==> config.mk <==
export PLATFORM = sky130hd
export DESIGN_NAME = draw_controller
export DESIGN_NICKNAME = d
export VERILOG_FILES = /design/src/rtl/draw_pkg.sv /design/src/rtl/plot_pipe.sv /design/src/rtl/draw_controller.sv
export SDC_FILE = /design/constraint.sdc
export NUM_CORES = 1
export LEC_CHECK = 0
export BUFFER_PORTS_ARGS = -buffer_cell sky130_fd_sc_hd__clkbuf_2
export CAP_MARGIN = 20
export CORE_ASPECT_RATIO = 0.5
export CORE_MARGIN = 3
export CORE_UTILIZATION = 35
export CTS_CLUSTER_DIAMETER = 100
export DETAILED_ROUTE_END_ITERATION = 8
export PLACE_DENSITY = 0.64
export SETUP_SLACK_MARGIN = 0.5
export SLEW_MARGIN = 20
export SYNTH_ARGS = -nofsm -noshare
export SYNTH_HDL_FRONTEND = slang
export SYNTH_SLANG_ARGS = --single-unit
==> constraint.sdc <==
create_clock -name Clock -period 1.96 [get_ports Clock]
set_input_delay 0.098 -clock Clock [delete_from_list [all_inputs] [get_ports Clock]]
set_output_delay 0.098 -clock Clock [all_outputs]
set_load 0.02 [all_outputs]
==> src/rtl/draw_pkg.sv <==
// Shared constants for the redraw sequencer: FSM state codes, screen geometry,
// colour width, level codes and the plot-port bundle layout.
package draw_pkg;

    localparam int X_SCREEN_PIXELS = 160;
    localparam int Y_SCREEN_PIXELS = 120;
    localparam int X_W             = 8;
    localparam int Y_W             = 7;
    localparam int COLOUR_W        = 3;
    localparam int LEVEL_W         = 3;

    localparam logic [LEVEL_W-1:0] LVL_START  = 3'd0;
    localparam logic [LEVEL_W-1:0] LVL_FINISH = 3'd4;

    localparam logic [2:0] S_IDLE     = 3'd0;
    localparam logic [2:0] S_BG_DRAW  = 3'd1;
    localparam logic [2:0] S_BG_FLUSH = 3'd2;
    localparam logic [2:0] S_SPR_DRAW = 3'd3;
    localparam logic [2:0] S_DONE     = 3'd4;

    typedef struct packed {
        logic [X_W-1:0]      x;
        logic [Y_W-1:0]      y;
        logic [COLOUR_W-1:0] colour;
        logic                plot;
    } plot_t;

    // Codes above the finish screen are treated as the finish screen.
    function automatic logic [LEVEL_W-1:0] clamp_level(input logic [LEVEL_W-1:0] lvl);
        return (lvl > LVL_FINISH) ? LVL_FINISH : lvl;
    endfunction

    // Only playable levels carry a lander sprite.
    function automatic logic level_has_sprite(input logic [LEVEL_W-1:0] lvl);
        return (lvl != LVL_START) && (lvl < LVL_FINISH);
    endfunction

endpackage

==> src/rtl/plot_pipe.sv <==
// Single output register stage for the VGA plot port; coordinates and colour
// only update on a plotted pixel so they hold their last value otherwise.
module plot_pipe
    import draw_pkg::*;
(
    input  logic                clk,
    input  logic                rst_n,
    input  logic [X_W-1:0]      pix_x,
    input  logic [Y_W-1:0]      pix_y,
    input  logic [COLOUR_W-1:0] pix_colour,
    input  logic                pix_plot,
    output logic [X_W-1:0]      vga_x,
    output logic [Y_W-1:0]      vga_y,
    output logic [COLOUR_W-1:0] vga_colour,
    output logic                vga_plot
);

    plot_t out_reg;

    always_ff @(posedge clk or negedge rst_n) begin
        if (!rst_n) begin
            out_reg <= '0;
        end else begin
            out_reg.plot <= pix_plot;
            if (pix_plot) begin
                out_reg.x      <= pix_x;
                out_reg.y      <= pix_y;
                out_reg.colour <= pix_colour;
            end
        end
    end

    assign vga_x      = out_reg.x;
    assign vga_y      = out_reg.y;
    assign vga_colour = out_reg.colour;
    assign vga_plot   = out_reg.plot;

endmodule

==> src/rtl/draw_controller.sv <==
// Redraw sequencer: background fill, then lander sprite, muxed onto one registered
// plot port. Optional frame pacing is enabled with `define DRAW_FRAME_PACING_EN.
module draw_controller
    import draw_pkg::*;
#(
    parameter int CYCLES_PER_FRAME = 833333
)
(
    input  logic                Clock,
    input  logic                Reset,
    input  logic                start,
    input  logic [LEVEL_W-1:0]  levelIn,
    output logic [LEVEL_W-1:0]  currentLevel,
    output logic                backgroundSignal,
    input  logic                backgroundDone,
    input  logic [X_W-1:0]      backgroundX,
    input  logic [Y_W-1:0]      backgroundY,
    input  logic [COLOUR_W-1:0] backgroundColour,
    output logic                spriteSignal,
    input  logic                spriteDone,
    input  logic [X_W-1:0]      spriteX,
    input  logic [Y_W-1:0]      spriteY,
    input  logic [COLOUR_W-1:0] spriteColour,
    input  logic                spriteValid,
    output logic [X_W-1:0]      vgaX,
    output logic [Y_W-1:0]      vgaY,
    output logic [COLOUR_W-1:0] vgaColour,
    output logic                vgaPlot,
    output logic                busy,
    output logic                frameDone
);

    logic [2:0]          state_reg;
    logic [2:0]          state_next;
    logic [LEVEL_W-1:0]  level_reg;
    logic                launch;

    logic [X_W-1:0]      bg_x_reg;
    logic [Y_W-1:0]      bg_y_reg;
    logic                bg_valid_reg;

    logic [X_W-1:0]      pix_x;
    logic [Y_W-1:0]      pix_y;
    logic [COLOUR_W-1:0] pix_colour;
    logic                pix_plot;

`ifdef DRAW_FRAME_PACING_EN
    localparam logic [19:0] FRAME_LAST = 20'(CYCLES_PER_FRAME - 1);

    logic [19:0] frame_cnt_reg;
    logic        frame_tick;
    logic        pending_reg;

    assign frame_tick = (frame_cnt_reg == FRAME_LAST);

    always_ff @(posedge Clock or negedge Reset) begin
        if (!Reset) begin
            frame_cnt_reg <= '0;
        end else if (frame_tick) begin
            frame_cnt_reg <= '0;
        end else begin
            frame_cnt_reg <= frame_cnt_reg + 20'd1;
        end
    end

    // A request arriving on the tick cycle itself launches straight away.
    assign launch = frame_tick && (pending_reg || start);

    always_ff @(posedge Clock or negedge Reset) begin
        if (!Reset) begin
            pending_reg <= 1'b0;
        end else if (state_reg == S_IDLE) begin
            if (launch) begin
                pending_reg <= 1'b0;
            end else if (start) begin
                pending_reg <= 1'b1;
            end
        end
    end
`else
    localparam int unused_frame_cycles = CYCLES_PER_FRAME;

    assign launch = start;
`endif

    always_comb begin
        state_next = state_reg;
        case (state_reg)
            S_IDLE:     if (launch) state_next = S_BG_DRAW;
            S_BG_DRAW:  if (backgroundDone) state_next = S_BG_FLUSH;
            S_BG_FLUSH: state_next = level_has_sprite(level_reg) ? S_SPR_DRAW : S_DONE;
            S_SPR_DRAW: if (spriteDone) state_next = S_DONE;
            S_DONE:     state_next = S_IDLE;
            default:    state_next = S_IDLE;
        endcase
    end

    always_ff @(posedge Clock or negedge Reset) begin
        if (!Reset) begin
            state_reg <= S_IDLE;
            level_reg <= '0;
        end else begin
            state_reg <= state_next;
            if (state_reg == S_IDLE && start) begin
                level_reg <= clamp_level(levelIn);
            end
        end
    end

    // Delay the background address one cycle so it lines up with the ROM colour.
    always_ff @(posedge Clock or negedge Reset) begin
        if (!Reset) begin
            bg_x_reg     <= '0;
            bg_y_reg     <= '0;
            bg_valid_reg <= 1'b0;
        end else begin
            bg_x_reg     <= backgroundX;
            bg_y_reg     <= backgroundY;
            bg_valid_reg <= (state_reg == S_BG_DRAW) && !backgroundDone;
        end
    end

    always_comb begin
        pix_x      = bg_x_reg;
        pix_y      = bg_y_reg;
        pix_colour = backgroundColour;
        pix_plot   = bg_valid_reg;
        if (state_reg == S_SPR_DRAW) begin
            pix_x      = spriteX;
            pix_y      = spriteY;
            pix_colour = spriteColour;
            pix_plot   = spriteValid;
        end
    end

    plot_pipe u_plot_pipe (
        .clk        (Clock),
        .rst_n      (Reset),
        .pix_x      (pix_x),
        .pix_y      (pix_y),
        .pix_colour (pix_colour),
        .pix_plot   (pix_plot),
        .vga_x      (vgaX),
        .vga_y      (vgaY),
        .vga_colour (vgaColour),
        .vga_plot   (vgaPlot)
    );

    assign currentLevel     = level_reg;
    assign backgroundSignal = (state_reg == S_BG_DRAW);
    assign spriteSignal     = (state_reg == S_SPR_DRAW);
    assign busy             = (state_reg != S_IDLE);
    assign frameDone        = (state_reg == S_DONE);

endmodule
==> metrics <==
Worst R2R End=currentLevel[0]; min cycle time layout=1.43 ns; share of Yosys cell area claimed by the top area cell type=63.9%; Mapped Cells=110; register bit total from synthesis=41; port bufs=70; Final ANT Viol Nets=0; Worst R2R Path Depth=3; CP peak stage delay=0.46 ns; syn nets=155; gr ovfl total=0; crit path from=state_reg[0]; CP Cell Sequence=or3_4 > nor2_4 > mux2_1; Area Growth Syn to Fin=44.5%; pwr/cell area=1450 nW/um^2; Area contributors post-synth=dfrtp_1 64%, o221a_1 13%, or2_2 7.0%; P_sw=1.30 mW; CP Launch Type=register; combinational share of power=44.8%; Die W=102 um; Num Clock Sinks=41; critical path's top delay family=simple AND/OR/NAND/NOR gates; via count=1,245; most common cell after layout, fill and taps aside=clkbuf_2; non-filler cells, final=261; Iteration-0 DRC Markers=28; crit path to=currentLevel[0]; final net count=251; RSZ-0062 raised after global routing=yes; number of buffers and inverters on the critical path=0; first-pass GRT wire length=5600 um; Filler Cell Count=357; Num CTS Buffers=5; vias in the first global route=1,200; sw frac=38.5%; post-synthesis instance area=1610 sq um; Post-Place Cells=229; worst-case clock skew=0.00689 ns; Seq/Total Area, Yosys=63.9%; worst setup path class=reg -> reg; syn_area_per_cell=14.6 sq um; Die ar.=5490 sq um; Netlist cell types=24; Clock power frac=15.4%; worst-margin pin slew=0.506 ns; slew margin rel.=66.3%; yosys warns=0; final std cell area, no fill=2320 sq um; H-Tree Depth=2; Vias per Instance=4.77; sequential share of power=39.8%; Final Wtd Congestion=0.687; Clock Path Buffers=2; Leak=1.10 nW; Routed WL=3950 um; Post-Place Cell Area=1990 sq um; Worst EP required=2.13 ns; internal reg-to-reg setup slack=0.53 ns; VDD IR max=488 uV; die height=53.9 um; internal power=2.08 mW; drt wl/cell=15.1 um; commonest cells after routing, fill and taps aside=70 x clkbuf_2, 38 x dfrtp_1, 18 x or2_2, 18 x o221a_1, 16 x dlygate4sd3_1; Max FO, Critical Path=7; dpl ws=0.406 ns; Tightest Hold Check Type=in -> reg; Pins Over Slew Limit=0; Initial Util=38.8%; Setup TNS Final=0 ns; HP Start=backgroundDone; Max-cap violations=0; clock root buffer=clkbuf_8; Final Setup Violations=0; Worst path depth=3; row count=16; largest net degree at the start of global routing=42; WP data arrival=1.60 ns; Setup crit end kind=register; initial antenna violation count=0; clk slew on worst S/H paths=0.07 ns; slowest CP cell=dfrtp_2; final period utilization=72.8%; post-synth top area cell=dfrtp_1; worst r2r src=state_reg[0]; final hold vios=0; share of cells above drive strength 1=54.6%; DP Wirelength=2470 um; num ports=71; antenna diode count=0; Final WS setup=0.533 ns; core area=4140 sq um; CTS tree=yes; Total Routing Usage GR=13.8%; fmax=0.701 GHz; clk_lat worst skew=0.29 ns; drt pass-1 iters=2; run status=finished, final reports clean; # DRC=0
-- cells in the mapped netlist --
cell type  instances
a21oi_1            2
and2b_1            1
and3b_4            1
buf_4              2
buf_6              3
clkbuf_1           1
dfrtp_1           41
inv_1              2
mux2_1             3
nand2_1            1
nand2b_1           2
nand2b_4           1
nand4b_4           1
nor2_1             2
nor2_2             1
nor2b_1            2
nor3_1             3
nor3b_1            1
o21ai_4            1
o221a_1           18
o311a_1            1
or2_0              1
or2_2             18
or3_1              1
-- worst min path at each step --
stage                                endpoint  slack (ns)  cells past startpoint
finish                           bg_valid_reg       0.008                      2
global route                     bg_valid_reg       0.004                      2
CTS                              bg_valid_reg      0.0003                      2
detailed placement       u_plot_pipe.vga_y[0]        0.20                      2
global placement    u_plot_pipe.vga_colour[1]        0.19                      2
floorplan                        bg_valid_reg       -0.20                      0
-- worst reg2reg max path, stage by stage (launching register included) --
cell,delay [ns]
dfrtp_2,0.46
or3_4,0.40
nor2_4,0.12
mux2_1,0.33
-- per-layer routing --
metal | GRT usage, % | up-vias | part of all wire (%)
met5 | 0 | - | 0
met4 | 4.58 | 0 | 1.1
met3 | 5.43 | 5 | 6.0
met2 | 24.0 | 28 | 49
met1 | 16.1 | 617 | 43
li1 | - | 595 | -
-- power groups by stage --
stage          Clock (mW)  Combinational (mW)  Sequential (mW)
2_1_floorplan           0               0.738             1.55
3_3_place_gp            0                1.29             1.35
3_5_place_dp            0                1.32             1.35
4_1_cts             0.545                1.44             1.34
5_1_grt             0.576                1.64             1.37
6_report            0.520                1.51             1.34
-- kinds of logic (layout without fill, tap and decap cells) --
family | Yosys count | after routing | synth area share (%)
compound gates | 22 | 22 | 14.9
buf+inv | 8 | 104 | 3.74
flops | 41 | 41 | 63.9
mux | 3 | 3 | 2.10
simple gates | 36 | 37 | 15.4
-- repair_timing --
action                                  CTS  global route
hold endpoints to repair                 56             0
endpoints found under the setup margin   22            22
gates cloned                              0             1
buffers inserted                          4             3
pin swaps                                 1             0
hold buffers                             16             0
resized for setup                         2             2
-- per-stage QoR --
step | hold slack [ns] | power, mW | util, %
2_1_floorplan | -0.198 | 2.29 | -
3_3_place_gp | 0.190 | 2.64 | 48.0
3_5_place_dp | 0.195 | 2.68 | 48.0
4_1_cts | 0.000279 | 3.32 | 55.0
5_1_grt | 0.00363 | 3.59 | 56.0
6_report | 0.00833 | 3.38 | 56.0
-- area by class of cell --
| class | count | area, sq um | area share (%) |
|---|---|---|---|
| sequential | 41 | 1030 | 44.3 |
| clock inverter | 2 | 10.0 | 0.431 |
| tap | 54 | 67.6 | 2.91 |
| timing repair buffer | 94 | 581 | 25.0 |
| inverter | 2 | 7.51 | 0.323 |
| clock buffer | 6 | 72.6 | 3.12 |
| multi-input combinational | 62 | 554 | 23.9 |
Power figures use the tool's default switching activity.
